===== config.mk =====
export PLATFORM = sky130hd
export DESIGN_NAME = rv_pipe
export DESIGN_NICKNAME = d
export VERILOG_FILES = /design/src/rtl/rv_pipe.sv
export SDC_FILE = /design/constraint.sdc
export NUM_CORES = 1
export LEC_CHECK = 0
export ABC_AREA = 1
export CAP_MARGIN = 20
export CORE_UTILIZATION = 60
export CTS_BUF_LIST = sky130_fd_sc_hd__clkbuf_8
export DETAILED_ROUTE_END_ITERATION = 10
export DONT_BUFFER_PORTS = 1
export GPL_TIMING_DRIVEN = 0
export HOLD_SLACK_MARGIN = 0.06
export PLACE_DENSITY = 0.82
export SYNTH_ARGS = -nofsm -noshare
export SYNTH_HDL_FRONTEND = slang
export SYNTH_SLANG_ARGS = --single-unit

===== constraint.sdc =====
create_clock -name clk -period 4.9 [get_ports clk]
set_input_delay 0.245 -clock clk [delete_from_list [all_inputs] [get_ports clk]]
set_output_delay 0.245 -clock clk [all_outputs]
set_load 0.02 [all_outputs]

===== src/rtl/rv_pipe.sv =====
// rv_pipe: a chain of STAGES valid/ready register slices between one master
// and one slave. It is used to retime long valid/ready routes.
//
// MODE selects the slice type:
//   0 = forward slice. Valid and data are registered; ready stays combinational.
//   1 = full skid slice. Valid, data and ready are all registered.
// It also provides a synchronous flush and a registered occupancy count.
//
// Ports:
//   clk, rst                : rising-edge clock, async active-low reset
//   flush                   : synchronous clear of every held item
//   datain/_val/_rdy        : upstream (slave side of this block)
//   dataout/_val/_rdy       : downstream (master side of this block)
//   occupancy               : number of items currently held

// rv_slice: one register slice.
//   in_val/in_data/in_rdy    : input side
//   out_val/out_data/out_rdy : output side
module rv_slice #(
    parameter int WD   = 4,
    parameter int MODE = 0
) (
    input  logic          clk,
    input  logic          rst,
    input  logic          flush,
    input  logic          in_val,
    input  logic [WD-1:0] in_data,
    output logic          in_rdy,
    output logic          out_val,
    output logic [WD-1:0] out_data,
    input  logic          out_rdy
);
    if (MODE == 0) begin : g_fwd
        logic          v;
        logic [WD-1:0] d;

        assign in_rdy   = out_rdy || !v;
        assign out_val  = v;
        assign out_data = d;

        always_ff @(posedge clk or negedge rst) begin
            if (!rst) begin
                v <= 1'b0;
                d <= '0;
            end else if (flush) begin
                v <= 1'b0;
            end else if (in_rdy) begin
                v <= in_val;
                if (in_val) d <= in_data;
            end
        end
    end else begin : g_skid
        logic          m_v, s_v;
        logic [WD-1:0] m_d, s_d;
        logic          in_fire, main_free;

        // Ready comes only from the skid flag, so no combinational path crosses the slice.
        assign in_rdy    = !s_v;
        assign in_fire   = in_val && !s_v;
        assign main_free = !m_v || out_rdy;
        assign out_val   = m_v;
        assign out_data  = m_d;

        always_ff @(posedge clk or negedge rst) begin
            if (!rst) begin
                m_v <= 1'b0;
                s_v <= 1'b0;
                m_d <= '0;
                s_d <= '0;
            end else if (flush) begin
                m_v <= 1'b0;
                s_v <= 1'b0;
            end else if (main_free) begin
                // The skid item is older than any new input, so it refills main first.
                // in_rdy is low while s_v is set, so no accept can happen at the same edge.
                if (s_v) begin
                    m_v <= 1'b1;
                    m_d <= s_d;
                    s_v <= 1'b0;
                end else if (in_fire) begin
                    m_v <= 1'b1;
                    m_d <= in_data;
                end else begin
                    m_v <= 1'b0;
                end
            end else if (in_fire) begin
                s_v <= 1'b1;
                s_d <= in_data;
            end
        end
    end
endmodule

module rv_pipe #(
    parameter int WD     = 4,
    parameter int STAGES = 2,
    parameter int MODE   = 0,
    parameter int OCC_W  = 5
) (
    input  logic             clk,
    input  logic             rst,
    input  logic             flush,
    input  logic [WD-1:0]    datain,
    input  logic             datain_val,
    output logic             datain_rdy,
    output logic [WD-1:0]    dataout,
    output logic             dataout_val,
    input  logic             dataout_rdy,
    output logic [OCC_W-1:0] occupancy
);
    if (MODE != 0 && MODE != 1) begin : g_bad_mode
        $error("rv_pipe: MODE must be 0 or 1");
    end
    if (STAGES < 1 || STAGES > 8) begin : g_bad_stages
        $error("rv_pipe: STAGES must be 1..8");
    end
    if ((1 << OCC_W) <= 2 * STAGES) begin : g_bad_occw
        $error("rv_pipe: OCC_W too narrow for capacity");
    end

    logic [STAGES:0]         val;
    logic [STAGES:0][WD-1:0] data;

    assign val[0]  = datain_val;
    assign data[0] = datain;

    for (genvar k = 0; k < STAGES; k++) begin : g_st
        // Each slice has its own ready signals. In MODE 0 the backward ready
        // chain would then not be seen as one self-dependent vector.
        logic rdy_in;
        logic rdy_out;

        if (k == STAGES - 1) begin : g_last
            assign rdy_out = dataout_rdy;
        end else begin : g_mid
            assign rdy_out = g_st[k+1].rdy_in;
        end

        rv_slice #(.WD(WD), .MODE(MODE)) u_slice (
            .clk      (clk),
            .rst      (rst),
            .flush    (flush),
            .in_val   (val[k]),
            .in_data  (data[k]),
            .in_rdy   (rdy_in),
            .out_val  (val[k+1]),
            .out_data (data[k+1]),
            .out_rdy  (rdy_out)
        );
    end

    assign datain_rdy  = g_st[0].rdy_in;
    assign dataout     = data[STAGES];
    assign dataout_val = val[STAGES];

    logic in_xfer, out_xfer;
    assign in_xfer  = datain_val && datain_rdy;
    assign out_xfer = dataout_val && dataout_rdy;

    always_ff @(posedge clk or negedge rst) begin
        if (!rst) begin
            occupancy <= '0;
        end else if (flush) begin
            occupancy <= '0;
        end else if (in_xfer && !out_xfer) begin
            occupancy <= occupancy + OCC_W'(1);
        end else if (out_xfer && !in_xfer) begin
            occupancy <= occupancy - OCC_W'(1);
        end
    end
endmodule

# Word-level counts from Yosys, hierarchy flattened
# Index checks and enable logic that the tools add are counted.
[totals]
regBits = 15
in_bits = 9
output_inout_bits = 11
wordCells = 30
[op_classes]
add_sub_neg = 2
muxes = 7
bitwise_logic = 1
n_reduce_logical = 15
[op_table]
columns = ["op", "count"]
rows = [
  ["$mux 5", 3],
  ["$reduce_and 3->1", 2],
  ["$add 5x1->5 const B", 1],
  ["$sub 5x1->5 const B", 1],
  ["$logic_and 1x1->1", 4],
  ["$logic_not 1->1", 4],
  ["$mux 1", 4],
  ["$reduce_bool 2->1", 2],
  ["$reduce_bool 3->1", 1],
  ["$logic_or 1x1->1", 2],
  ["$not 1->1", 1],
]

# Longest topological paths before layout
[depth]
word_depth = 9
ltp_mapped = 10
ltp_nobuf = 10

# Hierarchy
# Synthesis repeated with hierarchy kept, for this count alone.
[hier_totals]
cells_unflattened = 97
hier_area_um2 = 830.8
[by_module_without_submodules]
columns = ["module", "n_inst", "cells_per_inst", "area_per_inst_um2", "seq_area_each_um2"]
rows = [
  ["rv_slice", 2, 23, 216.5, 125.1],
  ["rv_pipe", 1, 51, 397.9, 125.1],
]

# Worst setup path after synthesis
# OpenSTA, ideal clock, no wires.
[synth_timing]
path_type = "reg2reg"
from = "register g_st[1].u_slice.g_fwd.v"
to = "register occupancy[4]"
arrival_ns = 1.592
required_ns = 4.783
path_slack_ns = 3.191
path_stages_with_launch = 8
n_path_buf = 0
period_less_slack_ns = 1.709
cell_sequence = "dfrtp_1 > nand3_4 > nand3_4 > fa_1 > a21oi_1 > nand3_1 > nand3_1 > nand2_1"
[synth_between]
elab_chain_len = 7
word_cells_on_any_way = 12
[synth_lines]
columns = ["item", "line", "source"]
rows = [
  ["start: declaration", "34", "logic v;"],
  ["start signal: assignment", "48", "v <= in_val;"],
  ["$logic_not 1->1 (*)", "37", "assign in_rdy = out_rdy || !v;"],
  ["$logic_or 1x1->1 (*) (2 in series)", "37", ""],
  ["named net datain_rdy", "105", "output logic datain_rdy,"],
  ["$logic_and 1x1->1 (*)", "157", "assign in_xfer = datain_val && datain_rdy;"],
  ["$logic_and 1x1->1 / $logic_not 1->1 (equally long branches)", "165, 167", ""],
  ["$mux 5 / $logic_and 1x1->1 (equally long branches)", "165, 167", ""],
  ["$mux 5 / $reduce_bool 3->1 (equally long branches)", "--", ""],
  ["end signal: assignment", "166", "occupancy <= occupancy + OCC_W'(1);"],
  ["end signal: assignment", "168", "occupancy <= occupancy - OCC_W'(1);"],
  ["end: declaration", "109", "output logic [OCC_W-1:0] occupancy"],
]
# Mark *: on every way through the listed nets, which the timed path passes. The rest lies on a longest branch.
# A chain may end at the register's enable or synchronous reset.

# Worst setup path after layout
# Ends and elaborated chain as after synthesis.

==> results.sh <==
export IMPL_post_dp_hpwl_um=1050
export IMPL_cts_tree="yes"
export IMPL_ys_top_cells_by_area="dfrtp_1 46%, nand2_1 9.1%, ha_1 6.1%"
export IMPL_powerDensity_mw_per_mm2=426
export IMPL_r2r_start="g_st[1].u_slice.out_val"
export IMPL_crit_path_max_fanout=9
export IMPL_syn_nets=106
export IMPL_drtAntennaViolNets=0
export IMPL_drc=0
export IMPL_pre_cts_ws_ns=2.99
export IMPL_ff2ff_path_depth=9
export IMPL_hold_start="flush"
export IMPL_syn_avg_cell_area_um2=8.95
export IMPL_min_period_over_period=0.398
export IMPL_yosysMostFrequentCell="nand2_1"
export IMPL_yosysSeqAreaShare=0.456
export IMPL_worstPathArrival_ns=2.08
export IMPL_peakVddDrop_mv=0.275
export IMPL_drive_gt1_frac=0.194
export IMPL_antenna_found_initial=0
export IMPL_finalSetupTns_ns=0
export IMPL_insertion_delay_ns=0.24
export IMPL_cts_htree_levels=1
export IMPL_ys_ff_latch=15
export IMPL_drv_cap=0
export IMPL_r2r_end="occupancy[4]"
export IMPL_yosysTopAreaCell="dfrtp_1"
export IMPL_setup_viol=0
export IMPL_cts_buffers=3
export IMPL_status="finished, final reports clean"
export IMPL_grt_overflow_total=0
export IMPL_fin_cells=112
export IMPL_whs_endpoint="g_st[1].u_slice.out_val"
export IMPL_worst_slew_pin_slew_ns=0.655
export IMPL_nNetsFinal=113
export IMPL_clkTransAtPathRegs_ns=0.06
export IMPL_coreArea_mm2=0.00119
export IMPL_grt_pass1_wl_um=2390
export IMPL_drtPass1Iterations=4
export IMPL_required_ns=5.03
export IMPL_finalMaxSlewViolations=0
export IMPL_p_leak_nw=0.466
export IMPL_async_flop_share=1.00
export IMPL_synthFlopType="dfrtp_1"
export IMPL_synth_top_area_frac=0.456
export IMPL_critPathKind="reg2reg"
export IMPL_ctsResizeCount=0
export IMPL_start_kind="register"
export IMPL_ios=20
export IMPL_synth_commonest_cells="20 x nand2_1, 15 x dfrtp_1, 9 x a21oi_1, 9 x inv_1"
export IMPL_antenna_cells=0
export IMPL_routed_wl_um=1490
export IMPL_fp_dieW_um=39.0
export IMPL_hold_ws_ns=0.108
export IMPL_rsz0062_at_grt="false"
export IMPL_io_buffers=0
export IMPL_clk_path_buf_depth=2
export IMPL_start_util=0.694
export IMPL_grt_pass1_vias=569
export IMPL_globalplace_congestion=0.846
export IMPL_syn2layout_area_growth_pct=10.2
export IMPL_vias=611
export IMPL_die_area_mm2=0.00152
export IMPL_finalClockSkew_ns=0.00420
export IMPL_wl_per_cell_um=13.3
export IMPL_final_hold_violation_count=0
export IMPL_slew_headroom=0.562
export IMPL_rows=12
export IMPL_die_y_um=39.0
export IMPL_via_per_inst=5.46
export IMPL_synth_cell_types=17
export IMPL_post_place_cells=106
export IMPL_endpoint_kind="register"
export IMPL_gr_usage_all_layers=0.246
export IMPL_yosys_warnings=0
export IMPL_cts_root_buf="clkbuf_8"
export IMPL_period_needed_ns=1.95
export IMPL_min_path_type="in2reg"
export IMPL_synth_cells=92
export IMPL_fill_cells=88
export IMPL_netlist_area_um2=823
export IMPL_whs_path_depth=1
export IMPL_drtIter0Drc=11
export IMPL_cts_sinks=15
export IMPL_max_freq_mhz=513
export IMPL_setup_slack_ns=2.95
export IMPL_grt_max_degree=16
export IMPL_rrSetupSlack_ns=2.95
export IMPL_synth_edff_count=0
-- how the worst max path moves through the flow --
stage / startpoint / to / depth (start not counted) / slack (ns)
6_report: g_st[1].u_slice.out_val / occupancy[4] / 9 / 2.95
5_1_grt: g_st[1].u_slice.out_val / occupancy[4] / 9 / 2.79
4_1_cts: g_st[1].u_slice.out_val / occupancy[4] / 9 / 2.95
3_5_place_dp: g_st[1].u_slice.out_val / occupancy[4] / 7 / 2.99
3_3_place_gp: g_st[1].u_slice.out_val / occupancy[4] / 7 / 3.06
2_1_floorplan: g_st[1].u_slice.out_val / occupancy[4] / 7 / 3.19
-- cell usage in the layout (no fill, tap or decap), drive strengths merged --
master,Yosys,final
dfrtp,15,15
inv,12,12
nand2,23,23
nand3,7,7
nand3b,1,1
nand4,2,2
ha,4,4
o21ai,8,8
a21oi,9,9
fa,1,1
nor2,4,4
buf,4,4
xnor2,2,2
clkbuf,0,3
clkinv,0,1
dlygate4sd3,0,2
-- per-layer routing --
metal	share of wire	global-route usage
met1	0.44	0.321
met2	0.51	0.400
met5	0	0
met4	0.0074	0.129
met3	0.042	0.0231
-- what timing repair did --
item                      in CTS  in global routing
buffers inserted               0                  0
hold endpoints to repair      16                  0
hold buffers                   2                  0
-- stage by stage --
| step | power (mW) | cell area [um^2] | utilization |
|---|---|---|---|
| floorplan | 0.267 | 823 | - |
| global placement | 0.279 | 841 | 0.709 |
| detailed placement | 0.284 | 841 | 0.709 |
| CTS | 0.390 | 907 | 0.765 |
| global route | 0.411 | 907 | 0.765 |
| finish | 0.387 | 907 | 0.765 |
-- state kept, by name, summed over array words and instances (netlist names) --
signal and cells:
g_st.u_slice.out_data 8, g_st.u_slice.out_val 2, occupancy 5
-- cell type report --
class / instances / area (um^2) / share of cell area
plain buffers: 4 / 30.0 / 0.0331
inverters: 12 / 45.0 / 0.0497
multi-input cells: 61 / 373 / 0.411
clock inverters: 1 / 5.00 / 0.00552
repair buffers: 2 / 20.0 / 0.0221
well taps: 14 / 17.5 / 0.0193
flip-flops and latches: 15 / 375 / 0.414
clock buffers: 3 / 41.3 / 0.0455
-- where the power goes --
group          switching [mW]  leakage, nW  internal [mW]
Sequential             0.0328        0.183          0.146
Clock                  0.0418       0.0255         0.0562
Combinational          0.0622        0.257         0.0478
Total                   0.137        0.466          0.250
-- logic make-up after synthesis --
logic type	share of synthesized area
DFF	0.456
xor gates and xnor gates	0.0213
AOI/OAI and AO/OA	0.117
adders and majority gates	0.0851
buffers and inverters	0.0912
and+or+nand+nor	0.229
-- worst max-delay path, cell delays in order, from the launching register on --
cell and delay [ns]:
dfrtp_1 0.51, nand3_4 0.23, nand3_4 0.16, ha_1 0.36, nand2_1 0.08, nand2_1 0.06
a21oi_1 0.19, nand3_1 0.11, nand3_1 0.09, nand2_1 0.05
Power figures use the tool's default switching activity.
